## config.mk

```make
export PLATFORM = sky130hd
export DESIGN_NAME = regfile_wb_arbiter
export DESIGN_NICKNAME = d
export VERILOG_FILES = /design/src/rtl/yari_pkg.sv /design/src/rtl/wb_rr_arbiter.sv /design/src/rtl/regfile_wb_arbiter.sv
export SDC_FILE = /design/constraint.sdc
export NUM_CORES = 1
export LEC_CHECK = 0
export ABC_AREA = 1
export BUFFER_PORTS_ARGS = -buffer_cell sky130_fd_sc_hd__buf_4
export CAP_MARGIN = 10
export CORE_MARGIN = 1.5
export CORE_UTILIZATION = 40
export DETAILED_ROUTE_END_ITERATION = 8
export PLACE_DENSITY = 0.67
export SYNTH_ARGS = -nofsm -noshare
export SYNTH_HDL_FRONTEND = slang
export SYNTH_SLANG_ARGS = --single-unit
export TNS_END_PERCENT = 5
```

## constraint.sdc

```tcl
create_clock -name clock -period 1.9 [get_ports clock]
set_clock_uncertainty 0.2 [all_clocks]
set_input_delay 0.38 -clock clock [delete_from_list [all_inputs] [get_ports clock]]
set_output_delay 0.38 -clock clock [all_outputs]
set_load 0.05 [all_outputs]
```

## src/rtl/yari_pkg.sv

```systemverilog
// Shared types and constants for the writeback arbiter slice.
package yari_pkg;

    localparam int unsigned WBR_W            = 6;
    localparam int unsigned WBR_VALID_BIT    = 5;
    localparam int unsigned NREGS            = 32;
    localparam int unsigned STARVE_LIMIT_DEF = 8;

    typedef logic [WBR_W-1:0] wbr_t;

    // A writeback reg performs a real write only when flagged and not targeting r0.
    function automatic logic wbr_writes(input wbr_t w);
        return w[WBR_VALID_BIT] & (|w[4:0]);
    endfunction

endpackage

```

## src/rtl/wb_rr_arbiter.sv

```systemverilog
// Round-robin one-hot picker: searches req starting at ptr, grants at most one when enabled.
module wb_rr_arbiter #(
    parameter int unsigned NREQ  = 2,
    parameter int unsigned PTR_W = 1
) (
    input  logic [NREQ-1:0]  req,
    input  logic [PTR_W-1:0] ptr,
    input  logic             enable,
    output logic [NREQ-1:0]  grant
);

    logic found;
    int   idx;

    always_comb begin
        grant = '0;
        found = 1'b0;
        idx   = 0;
        for (int off = 0; off < NREQ; off++) begin
            idx = (int'(ptr) + off) % NREQ;
            if (enable && !found && req[idx]) begin
                grant[idx] = 1'b1;
                found      = 1'b1;
            end
        end
    end

endmodule

```

## src/rtl/regfile_wb_arbiter.sv

```systemverilog
// Register-file write-port arbiter: ME stage first, then round-robin long-latency requesters,
// with pending-write scoreboard and starvation bubble. WBARB_PERF_EN adds perf counters.
module regfile_wb_arbiter
    import yari_pkg::*;
#(
    parameter int unsigned NREQ         = 2,
    parameter int unsigned STARVE_LIMIT = STARVE_LIMIT_DEF
) (
    input  logic                clock,
    input  logic                reset_n,
    input  logic                m_valid,
    input  logic [5:0]          m_wbr,
    input  logic [31:0]         m_res,
    input  logic [NREQ-1:0]     req_valid,
    input  logic [6*NREQ-1:0]   req_wbr,
    input  logic [32*NREQ-1:0]  req_res,
    output logic [NREQ-1:0]     req_ready,
    input  logic                iss_valid,
    input  logic [5:0]          iss_wbr,
    input  logic [5:0]          d_rs,
    input  logic [5:0]          d_rt,
    output logic                busy_rs,
    output logic                busy_rt,
    output logic                wb_valid,
    output logic [5:0]          wb_wbr,
    output logic [31:0]         wb_res,
    output logic                bubble_req
`ifdef WBARB_PERF_EN
    ,
    output logic [31:0]         perf_wb_conflict,
    output logic [31:0]         perf_bubble
`endif
);

    localparam int unsigned PTR_W = (NREQ > 1) ? $clog2(NREQ) : 1;
    localparam logic [7:0]  LIMIT = 8'(STARVE_LIMIT);

    logic [PTR_W-1:0] ptr_q, ptr_d;
    logic [NREGS-1:0] sb_q, sb_d;
    logic [7:0]       cnt_q, cnt_d;
    logic             bubble_q, bubble_d;
    logic             wb_valid_q, wb_valid_d;
    wbr_t             wb_wbr_q, wb_wbr_d;
    logic [31:0]      wb_res_q, wb_res_d;

    logic             me_write;
    logic             any_grant;
    wbr_t             win_wbr;
    logic [31:0]      win_res;

    assign me_write  = m_valid & m_wbr[WBR_VALID_BIT];
    assign any_grant = |req_ready;

    wb_rr_arbiter #(
        .NREQ  (NREQ),
        .PTR_W (PTR_W)
    ) u_rr (
        .req    (req_valid),
        .ptr    (ptr_q),
        .enable (~me_write),
        .grant  (req_ready)
    );

    // Winner select and pointer advance; grant is one-hot so OR-reduction is a mux.
    always_comb begin
        win_wbr = '0;
        win_res = '0;
        ptr_d   = ptr_q;
        for (int i = 0; i < NREQ; i++) begin
            if (req_ready[i]) begin
                win_wbr = win_wbr | req_wbr[WBR_W*i +: WBR_W];
                win_res = win_res | req_res[32*i +: 32];
                ptr_d   = (i == NREQ - 1) ? '0 : PTR_W'(i + 1);
            end
        end
    end

    // Clear first, then set, so a same-cycle issue to the same reg keeps the bit.
    always_comb begin
        sb_d = sb_q;
        for (int i = 0; i < NREQ; i++) begin
            if (req_ready[i]) begin
                sb_d[req_wbr[WBR_W*i +: 5]] = 1'b0;
            end
        end
        if (iss_valid && wbr_writes(iss_wbr)) begin
            sb_d[iss_wbr[4:0]] = 1'b1;
        end
    end

    always_comb begin
        wb_valid_d = 1'b0;
        wb_wbr_d   = wb_wbr_q;
        wb_res_d   = wb_res_q;
        if (me_write) begin
            wb_valid_d = 1'b1;
            wb_wbr_d   = m_wbr;
            wb_res_d   = m_res;
        end else if (any_grant) begin
            wb_valid_d = wbr_writes(win_wbr);
            wb_wbr_d   = win_wbr;
            wb_res_d   = win_res;
        end
    end

    // Saturating at LIMIT keeps the bubble to a single pulse per starvation episode.
    always_comb begin
        cnt_d    = cnt_q;
        bubble_d = 1'b0;
        if (any_grant || !(|req_valid)) begin
            cnt_d = '0;
        end else if (cnt_q < LIMIT) begin
            cnt_d    = cnt_q + 8'd1;
            bubble_d = (cnt_q == LIMIT - 8'd1);
        end
    end

    always_ff @(posedge clock or negedge reset_n) begin
        if (!reset_n) begin
            ptr_q      <= '0;
            sb_q       <= '0;
            cnt_q      <= '0;
            bubble_q   <= 1'b0;
            wb_valid_q <= 1'b0;
            wb_wbr_q   <= '0;
            wb_res_q   <= '0;
        end else begin
            ptr_q      <= ptr_d;
            sb_q       <= sb_d;
            cnt_q      <= cnt_d;
            bubble_q   <= bubble_d;
            wb_valid_q <= wb_valid_d;
            wb_wbr_q   <= wb_wbr_d;
            wb_res_q   <= wb_res_d;
        end
    end

    assign busy_rs    = d_rs[WBR_VALID_BIT] & sb_q[d_rs[4:0]];
    assign busy_rt    = d_rt[WBR_VALID_BIT] & sb_q[d_rt[4:0]];
    assign wb_valid   = wb_valid_q;
    assign wb_wbr     = wb_wbr_q;
    assign wb_res     = wb_res_q;
    assign bubble_req = bubble_q;

`ifdef WBARB_PERF_EN
    logic [31:0] perf_conflict_q, perf_bubble_q;

    always_ff @(posedge clock or negedge reset_n) begin
        if (!reset_n) begin
            perf_conflict_q <= '0;
            perf_bubble_q   <= '0;
        end else begin
            if (me_write && (|req_valid)) begin
                perf_conflict_q <= perf_conflict_q + 32'd1;
            end
            if (bubble_d) begin
                perf_bubble_q <= perf_bubble_q + 32'd1;
            end
        end
    end

    assign perf_wb_conflict = perf_conflict_q;
    assign perf_bubble      = perf_bubble_q;
`else
    // Default build carries no performance counters.
`endif

endmodule

```

==> run metrics <==
run status finished, violations left; failing checks setup timing; die area 0.01282 mm²; global-route wire length before repair 28.35 mm; routed len/inst 17.66 µm; clk sink count 81; CTS tree done; unrepaired setup endpoints after global routing true; Adder-Cell Fraction of Synth Area 0.2575%; part of the power in registers 38.7%; Synth Area in XOR/XNOR 0%; vias in the first global route 5329; initial antenna violation count 0; row count 40; slowest stage cell, crit path dfrtp_1; slew margin rel. 72.03%; Final Max Tran Viols 0; P&R area growth vs syn 40.42%; fmax 470.5 MHz; switch share 36.17%; CP endpoint busy_rt; WP data arrival 1550 ps; Die W 113.2 µm; RR Endpoint wb_res[0]; DRC Markers 0; Final setup violation count 3; sequential fraction of the synthesis area 41.71%; r2r setup slk 180 ps; core footprint 0.01191 mm²; Antenna Nets Post-Route 0; Final Hold Vio Count 0; Reg clk slew, reported paths 60 ps; largest cells by area after synthesis dfrtp_1 (42%), nand2_1 (19%), nand3_1 (7.5%); Synth area leader dfrtp_1; die height 113.2 µm; post-synthesis async set-or-reset flop share 100.0%; initial DRC count 456; Compound-Gate Fraction of Synth Area 10.79%; largest family of logic cells by synthesized area simple AND/OR/NAND/NOR gates; Hold Crit Class input pin to flop; IO Port Bufs 181; FF-to-FF Start ptr_q; n_diodes 0; Mapped Cells 677; mux cell area share after synthesis 0%; root buffer cell clkbuf_16; number of synthesized register bits 81; Worst Setup SP sb_q[8]; Layout Nets 1011; Synth top area share 41.71%; worst skew pair latency 330 ps; CP Max Fanout 3; hpwl dp 14.46 mm; PwrDens 854.4 mW/mm²; drt pass-1 iters 5; Reg2Reg Depth 7; Yosys warnings 0; CP required 1320 ps; Clk pwr share 30.2%; Initial Util 40.80%; CP max stage delay 450 ps; # fillers 1146; Max rail drop VDD 0.4064 mV; Synth Flop Type dfrtp_1; htree depth 3; Distinct cells, synth 33; vias 5488; CP endpoint kind output port; final worst slack -225.5 ps; syn_area_per_cell 7.178 µm²; Sw Pwr 2109 µW; GP Congestion 0.9848; Avg Vias per Cell 5.359; Num CTS Buffers 9; combinational share of power 31.1%; min cycle time layout 2126 ps; Post-Synth Simple-Gate Area 38.36%; # Max-Cap Violations 0; GRT Total Usage 28.84%; utilization after layout 57.29%; pin count of the biggest net entering global routing 39; IO Pins 182; most common cell in the netlist nand2_1; CP most frequent cell nand2_1; actual slew at the worst max-slew pin 418.0 ps; clock tree buffer depth 2; CP cell instances nand2_1 -> nand3_1 -> nand3_1 -> nand2_1 -> nand2_1 -> nand2_1 -> nor2_2 -> nor2_4 -> buf_6; number of synthesized flops with an enable pin 0; period utilisation layout 111.9%; pre-CTS setup slack -144.1 ps; kind of critical path flop to output port; startpoint class of the critical path flop; share of cells above drive strength 1 31.70%; setup TNS -448.8 ps; overflow left after global routing 0; Mapped Area 0.004860 mm²; most instantiated cells after synthesis nand2_1 (244), dfrtp_1 (81), nand3_1 (73); Pleak 0.003265 µW; Post-Route WL 18.09 mm; Internal Power 3722 µW; syn nets 816
## layout make-up
type	count	area [µm²]	area share [%]
Clock buffer	10	239.0	3.502
Inverter	56	220.2	3.227
Clock inverter	6	66.31	0.9718
Sequential cell	81	2037	29.85
Multi-Input combinational cell	513	2435	35.68
Timing Repair Buffer	211	1643	24.07
Tap cell	147	183.9	2.695
## state kept, by name (all words and copies together) (netlist names)
signal	cells
bubble_req	1
cnt_q	8
ptr_q	1
sb_q	32
wb_res	32
wb_valid	1
wb_wbr	6
## per-stage QoR
step | hold WS (ps) | total power [µW] | area [µm²] | cells
final | 41.14 | 5830 | 6824 | 1024
after global routing | 46.21 | 6096 | 6824 | 1024
after CTS | 35.06 | 5835 | 6782 | 1021
after detailed placement | 91.61 | 4044 | 6431 | 1003
after global placement | 89.25 | 4039 | 6431 | 1003
after floorplan | -115.6 | 3216 | 4875 | 677
## layout by cell type (no fill, tap or decap), drive strengths merged
master	n
a21oi	12
a22oi	5
buf	210
bufinv	1
clkbuf	10
clkinv	1
clkinvlp	3
dfrtp	81
dlygate4sd3	1
ha	1
inv	57
nand2	251
nand3	76
nand4	30
nor2	48
nor3	16
nor4	2
o211ai	13
o21ai	42
o221ai	1
o22ai	13
o31ai	2
o32ai	1
## logic make-up after synthesis
family | count (synthesis)
and+or+nand+nor | 423
AOI/OAI and AO/OA | 89
adders and majority gates | 1
buffers and inverters | 83
DFF | 81
## worst min-delay path by stage
| stage | end | startpoint | cells past startpoint | slack [ps] |
|---|---|---|---|---|
| 6_report | wb_wbr[1] | m_wbr[1] | 3 | 40 |
| 5_1_grt | wb_wbr[1] | m_wbr[1] | 3 | 50 |
| 4_1_cts | wb_wbr[1] | m_wbr[1] | 3 | 40 |
| 3_5_place_dp | wb_res[5] | reset_n | 1 | 90 |
| 3_3_place_gp | sb_q[30] | reset_n | 1 | 90 |
| 2_1_floorplan | bubble_req | reset_n | 0 | -120 |
## repair_timing
action                     4_1_cts  5_1_grt
setup buffers                    1        3
pin swaps                        4        0
resized for setup               11       10
setup endpoints to repair        3        4
hold buffers                     1        0
hold endpoints to repair        18        0
## power by group through the flow
stage	Sequential [µW]	Combinational [µW]	Clock [µW]
floorplan	2540	672	0
global placement	2270	1770	0
detailed placement	2270	1780	0
CTS	2250	1790	1800
global route	2270	1950	1870
finish	2260	1810	1760
## worst max-delay path, delay by kind of cell, from the launching register on
| family | cells | cell delay [ps] |
|---|---|---|
| flops | 1 | 450 |
| simple gates | 8 | 620 |
| buf+inv | 1 | 140 |
## per-layer routing
| metal | global-route usage, % | routed length [µm] | vias to the layer above |
|---|---|---|---|
| met4 | 10.50 | 521 | 0 |
| met3 | 5.303 | 1120 | 39 |
| met2 | 51.03 | 9323 | 236 |
| met1 | 35.09 | 7120 | 2559 |
| li1 | - | - | 2654 |
| met5 | 0 | 0 | - |
No activity file was read; power rests on OpenSTA's default activity.
